$ cat src/rtl/uart_tx_buffer.sv
// Transmit byte queue in front of a UART transmitter: buffers user bytes in a FIFO
// and launches them one at a time with a tx_start pulse, waiting for tx_done.
module uart_tx_buffer #(
    parameter int unsigned DBIT_WIDTH = 8,
    parameter int unsigned ADDR_WIDTH = 4
) (
    input  logic                  clk,
    input  logic                  rst,
    input  logic                  wr_en,
    input  logic [DBIT_WIDTH-1:0] wr_data,
    output logic                  full,
    output logic                  empty,
    output logic [ADDR_WIDTH:0]   count,
    output logic                  overflow,
    output logic                  busy,
    output logic                  tx_start,
    output logic [DBIT_WIDTH-1:0] tx_data,
    input  logic                  tx_done
);

    localparam int unsigned DEPTH = 2 ** ADDR_WIDTH;
    localparam int unsigned CW    = ADDR_WIDTH + 1;

    typedef enum logic [1:0] {
        ST_IDLE,
        ST_LAUNCH,
        ST_WAIT
    } state_e;

    state_e                state_q, state_d;
    logic [DBIT_WIDTH-1:0] mem_q [DEPTH];
    logic [ADDR_WIDTH-1:0] wr_ptr_q, wr_ptr_d;
    logic [ADDR_WIDTH-1:0] rd_ptr_q, rd_ptr_d;
    logic [CW-1:0]         count_q, count_d;
    logic                  full_q, full_d;
    logic                  empty_q, empty_d;
    logic                  overflow_q, overflow_d;
    logic                  busy_q, busy_d;
    logic                  tx_start_q, tx_start_d;
    logic [DBIT_WIDTH-1:0] tx_data_q, tx_data_d;
    logic                  push;
    logic                  pop;

    // Launch FSM: pops one byte in IDLE, pulses tx_start, then waits for completion.
    always_comb begin
        state_d    = state_q;
        tx_start_d = 1'b0;
        busy_d     = busy_q;
        tx_data_d  = tx_data_q;
        pop        = 1'b0;
        case (state_q)
            ST_IDLE: begin
                if (!empty_q) begin
                    pop        = 1'b1;
                    tx_data_d  = mem_q[rd_ptr_q];
                    tx_start_d = 1'b1;
                    busy_d     = 1'b1;
                    state_d    = ST_LAUNCH;
                end
            end
            ST_LAUNCH: state_d = ST_WAIT;
            ST_WAIT: begin
                if (tx_done) begin
                    busy_d  = 1'b0;
                    state_d = ST_IDLE;
                end
            end
            default: state_d = ST_IDLE;
        endcase
    end

    // FIFO bookkeeping; a push while full is dropped even if a pop frees a slot.
    always_comb begin
        push       = wr_en && !full_q;
        wr_ptr_d   = push ? wr_ptr_q + ADDR_WIDTH'(1) : wr_ptr_q;
        rd_ptr_d   = pop ? rd_ptr_q + ADDR_WIDTH'(1) : rd_ptr_q;
        count_d    = count_q;
        if (push && !pop) begin
            count_d = count_q + CW'(1);
        end else if (!push && pop) begin
            count_d = count_q - CW'(1);
        end
        full_d     = (count_d == CW'(DEPTH));
        empty_d    = (count_d == '0);
        overflow_d = wr_en && full_q;
    end

    always_ff @(posedge clk or posedge rst) begin
        if (rst) begin
            state_q    <= ST_IDLE;
            wr_ptr_q   <= '0;
            rd_ptr_q   <= '0;
            count_q    <= '0;
            full_q     <= 1'b0;
            empty_q    <= 1'b1;
            overflow_q <= 1'b0;
            busy_q     <= 1'b0;
            tx_start_q <= 1'b0;
            tx_data_q  <= '0;
        end else begin
            state_q    <= state_d;
            wr_ptr_q   <= wr_ptr_d;
            rd_ptr_q   <= rd_ptr_d;
            count_q    <= count_d;
            full_q     <= full_d;
            empty_q    <= empty_d;
            overflow_q <= overflow_d;
            busy_q     <= busy_d;
            tx_start_q <= tx_start_d;
            tx_data_q  <= tx_data_d;
        end
    end

    // Storage is intentionally not reset.
    always_ff @(posedge clk) begin
        if (push) begin
            mem_q[wr_ptr_q] <= wr_data;
        end
    end

    assign full     = full_q;
    assign empty    = empty_q;
    assign count    = count_q;
    assign overflow = overflow_q;
    assign busy     = busy_q;
    assign tx_start = tx_start_q;
    assign tx_data  = tx_data_q;

endmodule

$ cat config.mk
export PLATFORM = sky130hd
export DESIGN_NAME = uart_tx_buffer
export DESIGN_NICKNAME = d
export VERILOG_FILES = /design/src/rtl/uart_tx_buffer.sv
export SDC_FILE = /design/constraint.sdc
export NUM_CORES = 1
export LEC_CHECK = 0
export ABC_AREA = 1
export BUFFER_PORTS_ARGS = -buffer_cell sky130_fd_sc_hd__clkbuf_2
export CAP_MARGIN = 20
export CORE_MARGIN = 5
export CORE_UTILIZATION = 45
export DETAILED_ROUTE_END_ITERATION = 6
export PLACE_DENSITY = 0.63
export SLEW_MARGIN = 10
export SYNTH_ARGS = -nofsm -noshare
export SYNTH_HDL_FRONTEND = slang
export SYNTH_SLANG_ARGS = --single-unit
$ cat constraint.sdc
create_clock -name clk -period 1.7 [get_ports clk]
set_input_delay 0.17 -clock clk [delete_from_list [all_inputs] [get_ports clk]]
set_output_delay 0.17 -clock clk [all_outputs]
set_load 0.01 [all_outputs]
==> results of run 1 <==
[per-layer routing]
layer,GRT usage (%),vias to the layer above
met3,3.862,31
li1,-,2090
met4,7.078,0
met2,29.75,128
met1,24.27,2176
met5,0,-
[worst max-delay path by stage]
stage	start	end	slack (ps)
floorplan	full	mem_q[11][0]	60
global placement	rd_ptr_q[0]	tx_data[1]	180
detailed placement	rd_ptr_q[0]	tx_data[1]	130
CTS	rd_ptr_q[0]	tx_data[1]	120
global route	rd_ptr_q[0]	tx_data[1]	4
finish	rd_ptr_q[1]	tx_data[1]	100
[placed cells by master (no fill, tap or decap), drive strengths merged, types with 6 or more instances in the layout]
cell    synthesis  routed
a21boi          7       7
a21oi          16      16
buf            23      37
clkbuf          3      47
dfrtp          27      27
edfxtp        128     128
ha              7       7
inv            25      28
nand2         192     192
nand3          50      50
nor2           48      48
o211ai          7       7
o21ai          20      20
o22ai           7       7
xor2            6       6
[worst max-delay path, delay by kind of cell, from the launching register on]
kind / cells / cell delay (ps)
buf+inv: 2 / 450
compound gates: 1 / 120
simple gates: 4 / 360
flops: 1 / 550
[power by group through the flow]
stage / clock network, mW / registers (mW) / logic [mW]
floorplan: 0 / 5.21 / 3.12
global placement: 0 / 5.27 / 4.61
finish: 3.51 / 5.24 / 4.69
global route: 3.71 / 5.31 / 5.27
detailed placement: 0 / 5.31 / 4.71
CTS: 3.55 / 5.24 / 4.73
[flip-flops by register name (all words and copies together) (netlist names)]
register / flops
tx_data: 8
empty: 1
full: 1
count: 5
tx_start: 1
wr_ptr_q: 4
mem_q: 128
rd_ptr_q: 4
state_q: 2
overflow: 1
busy: 1
[area by class of cell]
cell class	instances	share of cell area, %
inverter	25	1.261
tap	184	3.013
multi-input combinational	368	22.90
sequential	156	59.52
timing repair buffer	68	6.125
clock buffer	18	5.617
clock inverter	14	1.572
[what timing repair did]
| item | in CTS | in global routing |
|---|---|---|
| endpoints found under the hold margin | 28 | 0 |
| hold buffers | 2 | 0 |
| setup endpoints to repair | 0 | 2 |
| gates resized for setup | 0 | 2 |
[cells by family (layout without fill, tap and decap cells)]
family	Yosys count	count (layout)
xor+xnor	6	6
simple gates	297	297
fa+ha+maj	7	7
buf+inv	51	125
compound gates	58	58
flops	156	156
==> metrics.cfg, run 1 <==
[status]
status = completed

[timing]
setup_ws_ps = 102.3
hold_violations = 0
min_period_ps = 1598
fmax_ghz = 0.6259
setup_violations = 0
period_share_pct = 93.98
tightest_slew_ps = 723.0
maxSlewViolCount = 0
fin_hold_ws_ps = 79.25
fin_setup_tns_ps = 0
worst_slew_margin_rel_pct = 51.80
finalClockSkew_ps = 6.519
rsz0062_at_grt = false

[synth]
synth_top_cells_by_count = 188 x nand2_1, 128 x edfxtp_1, 47 x nand3_1
post-synth-top-count-cell = nand2_1
ys_ff_latch = 156
ys_top_cells_by_area = edfxtp_1 59%, nand2_1 11%, dfrtp_1 10%
avgSynthCellArea_sq_um = 11.39
yosysTopAreaCellShare_pct = 58.67
synth_simple_gate_area_share_pct = 19.39
syn_area_sq_um = 6551
synth.largest_area_cell = edfxtp_1
synth_fa_ha_area_share_pct = 1.337
yosysWarnings = 0
synth_edf_count = 128
synth_top_family_by_area = simple AND/OR/NAND/NOR gates
syn_inst = 575
synth_cell_types = 30
ys.flop_type = edfxtp_1
synth-seq-area-share_pct = 69.39
synth_xor_area_share_pct = 0.8021
synth_nets = 594
async_flop_share_pct = 17.95
synth_mux_area_share_pct = 0
synth_compound_area_share_pct = 5.138

[die]
die_w_microns = 130.7
rows = 44
die_area_sq_um = 17070
core_area_sq_um = 14420
die_y_microns = 130.7
io_pins = 30
start_util_pct = 45.42

[worst_setup_path]
reg2reg_depth = 7
crit_type = reg -> reg
path_max_fanout = 12
crit-reg2reg-launch = rd_ptr_q[1]
cp-start-kind = flip-flop
arrival_ps = 1910
reg2reg_slack_ps = 100
critPathMostFrequentCell = nand3_1
cp.required_ps = 2010
crit_path_end_kind = flip-flop
reg2reg_to = tx_data[1]
path_cells = buf_4 -> nand3_1 -> nand3_1 -> o211ai_1 -> buf_4 -> nand3_1 -> nand2_1
slowest_stage = dfrtp_1
cpPeakStageDelay_ps = 550

[detailed_routing]
ant_nets = 0
wl_met2_microns = 7275
met1Wirelength_microns = 6348
met3WireLength_microns = 755
drc_errors = 0
wl_per_cell_microns = 17.71
dr.max_layer_used = met4
wirelength_microns = 14750
via_count = 4425
vias_per_cell = 5.312
drt_iter0_markers = 292
first_pass_iters = 5

[clock_tree]
path_clk_slew_ps = 60
htree_levels = 4
cts_buffers = 17
clk-insertion-delay-late_ps = 420
numClockSinks = 156
post_cts_buffers = 0
clock_path_buffers = 2
cts-root-buf = clkbuf_16
cts_tree = done

[power_and_ir_drop]
seqPwrFrac_pct = 39.0
p_clk_share_pct = 26.1
power_leakage_nw = 3.054
p_switching_mw = 5.010
internal_power_mw = 8.430
vdd_drop_max_v = 0.0008230
combPwrFrac_pct = 34.9
power_density_nw_per_um2 = 1759
power_mw = 13.44
swShare_pct = 37.28

[final_layout]
fin_area_sq_um = 7640
fin_util_pct = 52.97
layout.cells.non_filler = 833
final_nets = 655
multi_input_area_sq_um = 1749
seqCellArea_sq_um = 4547
syn2layout_area_growth_pct = 16.62
drive_gt1_share_pct = 17.72
diodes = 0
fill_cells = 1251

[global_routing]
track_usage_pct = 18.30
grt_pass1_wl_microns = 23090
grt_max_degree = 55
antenna_found_initial = 0
grt_pass1_vias = 4281
grt_overflow = 0

[placement]
dp_hpwl_microns = 9490
dpl_cell_area_sq_um = 7066
dp.cells = 799
portBuffers = 29
place.gp.congestion = 0.8113
dpl_worst_slack_ps = 131.6

[worst_hold_path]
worstHoldPathType = in -> reg
min_from = tx_done
hold_depth = 3
whs_endpoint = state_q[1]

[run]
cap_viol_max_count = 0

Power figures use the tool's default switching activity.
==> run 2: changes to the inputs <==
==> constraint.sdc (replaced) <==
create_clock -name clk -period 1.6 [get_ports clk]
set_input_delay 0.16 -clock clk [delete_from_list [all_inputs] [get_ports clk]]
set_output_delay 0.16 -clock clk [all_outputs]
set_load 0.01 [all_outputs]
==> run 2 against run 1 <==
Sequential share of layout area down 1.3 points; the flow now finishes with violations (DRC); die area unchanged; highest routed layer unchanged; worst hold slack worse by 4.6 ps; non-clock buffer count down 3; cell area up 2.3%; first-iteration DRC count up 42%; via count down 1.2%; clock power up 15%; largest cell class unchanged.
==> metrics.cfg, run 2 (synthesis gave the netlist of run 1 again) <==
[global_routing]
grt_pass1_wl_microns = 23130  ; +0.15%
grt_max_degree = 66  ; +20%
track_usage_pct = 18.42  ; +0.12 points
grt_overflow = 0  ; unchanged
grt_pass1_vias = 4213  ; -1.6%
antenna_found_initial = 0  ; unchanged

[status]
violations = DRC
status = finished with violations

[timing]
maxSlewViolCount = 0  ; unchanged
fmax_ghz = 0.6490  ; +3.7%
setup_violations = 0  ; unchanged
min_period_ps = 1541  ; -56.86 ps
finalClockSkew_ps = 5.874  ; -0.6444 ps
rsz0062_at_grt = true
setup_ws_ps = 59.18  ; -43.14 ps
fin_hold_ws_ps = 74.64  ; -4.609 ps
tightest_slew_ps = 689.7  ; -33.28 ps
fin_setup_tns_ps = 0  ; unchanged
hold_violations = 0  ; unchanged
period_share_pct = 96.30  ; +2.3 points
worst_slew_margin_rel_pct = 54.02  ; +2.2 points

[worst_setup_path]
crit_type = reg -> reg
path_cells = buf_12 -> nand2_1 -> a21boi_0 -> o211ai_1 -> nand3_1 -> nand2_1
cp.required_ps = 1960  ; -50 ps
path_max_fanout = 33  ; +21
crit_path_end_kind = flip-flop
critPathMostFrequentCell = nand2_1
crit_buf_inv = 1  ; -1
arrival_ps = 1900  ; about the same
crit_family = flip-flops
slowest_stage = dfrtp_2
cp-start-kind = flip-flop
cpPeakStageDelay_ps = 470  ; -80 ps

[power_and_ir_drop]
seqPwrFrac_pct = 37.3  ; -1.7 points
swShare_pct = 37.04  ; -0.24 points
combPwrFrac_pct = 35.6  ; +0.7 points
vdd_drop_max_v = 0.0009449  ; +15%
p_switching_mw = 5.531  ; +10%
p_clk_share_pct = 27.0  ; +0.9 points
power_density_nw_per_um2 = 1911  ; +8.6%
internal_power_mw = 9.404  ; +12%
power_leakage_nw = 3.106  ; +1.7%

[die]
rows = 44  ; unchanged
io_pins = 30  ; unchanged
die_y_microns = 130.7  ; unchanged
die_area_sq_um = 17070  ; unchanged
start_util_pct = 45.42  ; unchanged
die_w_microns = 130.7  ; unchanged
core_area_sq_um = 14420  ; unchanged

[placement]
dpl_worst_slack_ps = 67.83  ; -63.81 ps
portBuffers = 29  ; unchanged
place.gp.congestion = 0.8499  ; +4.8%
dp_hpwl_microns = 9473  ; -0.18%
dp.cells = 792  ; -0.88%

[final_layout]
layout_commonest_cell = nand2_1
final_nets = 652  ; -0.46%
largest_reg_flops = 128  ; unchanged
syn2layout_area_growth_pct = 19.31
multi_input_area_sq_um = 1773  ; +1.4%
diodes = 0  ; unchanged
layout.cells.non_filler = 830  ; -0.36%
fin_util_pct = 54.19  ; +1.2 points
final_cell_mix = 188 x nand2_1, 128 x edfxtp_1, 46 x nand3_1, 38 x nor2_1, 29 x clkbuf_2
fill_cells = 1242  ; -0.72%
regMostFlops = mem_q
seqCellArea_sq_um = 4549  ; about the same
drive_gt1_share_pct = 19.04  ; +1.3 points

[detailed_routing]
ant_nets = 0  ; unchanged
wirelength_microns = 15170  ; +2.8%
vias_per_cell = 5.266  ; -0.86%
wl_per_cell_microns = 18.27  ; +3.2%
drt_iter0_markers = 416  ; +42%
first_pass_iters = 7  ; +2
drc_errors = 13  ; +13
via_count = 4371  ; -1.2%

[clock_tree]
clock_path_buffers = 2  ; unchanged
path_clk_slew_ps = 60  ; about the same
cts_tree = done
htree_levels = 4  ; unchanged
cts_buffers = 17  ; unchanged
numClockSinks = 156  ; unchanged
cts-root-buf = clkbuf_16
clk-insertion-delay-late_ps = 420  ; about the same

[worst_hold_path]
worstHoldPathType = in -> reg

[run]
cap_viol_max_count = 0  ; unchanged

run 2: layer usage:
layer	wire (microns)	share of wire [%]	GRT usage [%]	vias up
li1	-	-	-	2092
met1	6620	44	25.40	2121
met2	7308	48	28.79	127
met3	828	5.5	4.024	31
met4	410	2.7	7.139	0
met5	0	0	0	-
run 2: worst min-delay path, delay by kind of cell:
family / cells / cell delay (ps)
AOI/OAI and AO/OA: 2 / 220
buffers and inverters: 1 / 70
run 2: per-stage QoR:
step	total power, mW	cell area (sq um)
final	14.94	7816
after detailed placement	10.61	7091
after CTS	14.63	7709
after global placement	10.49	7091
after floorplan	8.874	6566
after global routing	15.83	7816
run 2: layout make-up:
cell class / count / share of cell area (%)
flip-flops and latches: 156 / 58.20
multi-input cells: 368 / 22.68
repair buffers: 65 / 7.219
clock buffers: 17 / 5.443
well taps: 184 / 2.945
clock inverters: 15 / 2.209
inverters: 25 / 1.297
run 2: path summary, 6_finish.rpt:
kind                                  start     endpoint  slack (ps)  cells after the start
worst max register to register  rd_ptr_q[0]   tx_data[7]          60                      6
max in group asynchronous               rst        empty        1040                      4
min in group asynchronous               rst  rd_ptr_q[1]         270                      4
worst min register to register   tx_data[2]   tx_data[2]         480                      2
worst min-delay path                tx_done   state_q[1]          70                      3
worst max-delay path            rd_ptr_q[0]   tx_data[7]          60                      6
run 2: timing repair:
item | CTS | global route
setup endpoints to repair | 0 | 12
gates resized for setup | 0 | 11
setup buffers | 0 | 1
hold buffers | 2 | 0
endpoints found under the hold margin | 29 | 0
run 2: power by group through the flow:
stage	clock [mW]	combinational, mW	sequential (mW)
floorplan	0	3.34	5.53
global placement	0	4.90	5.59
detailed placement	0	4.99	5.62
CTS	4.08	5.01	5.54
global route	4.28	5.89	5.65
finish	4.03	5.32	5.58
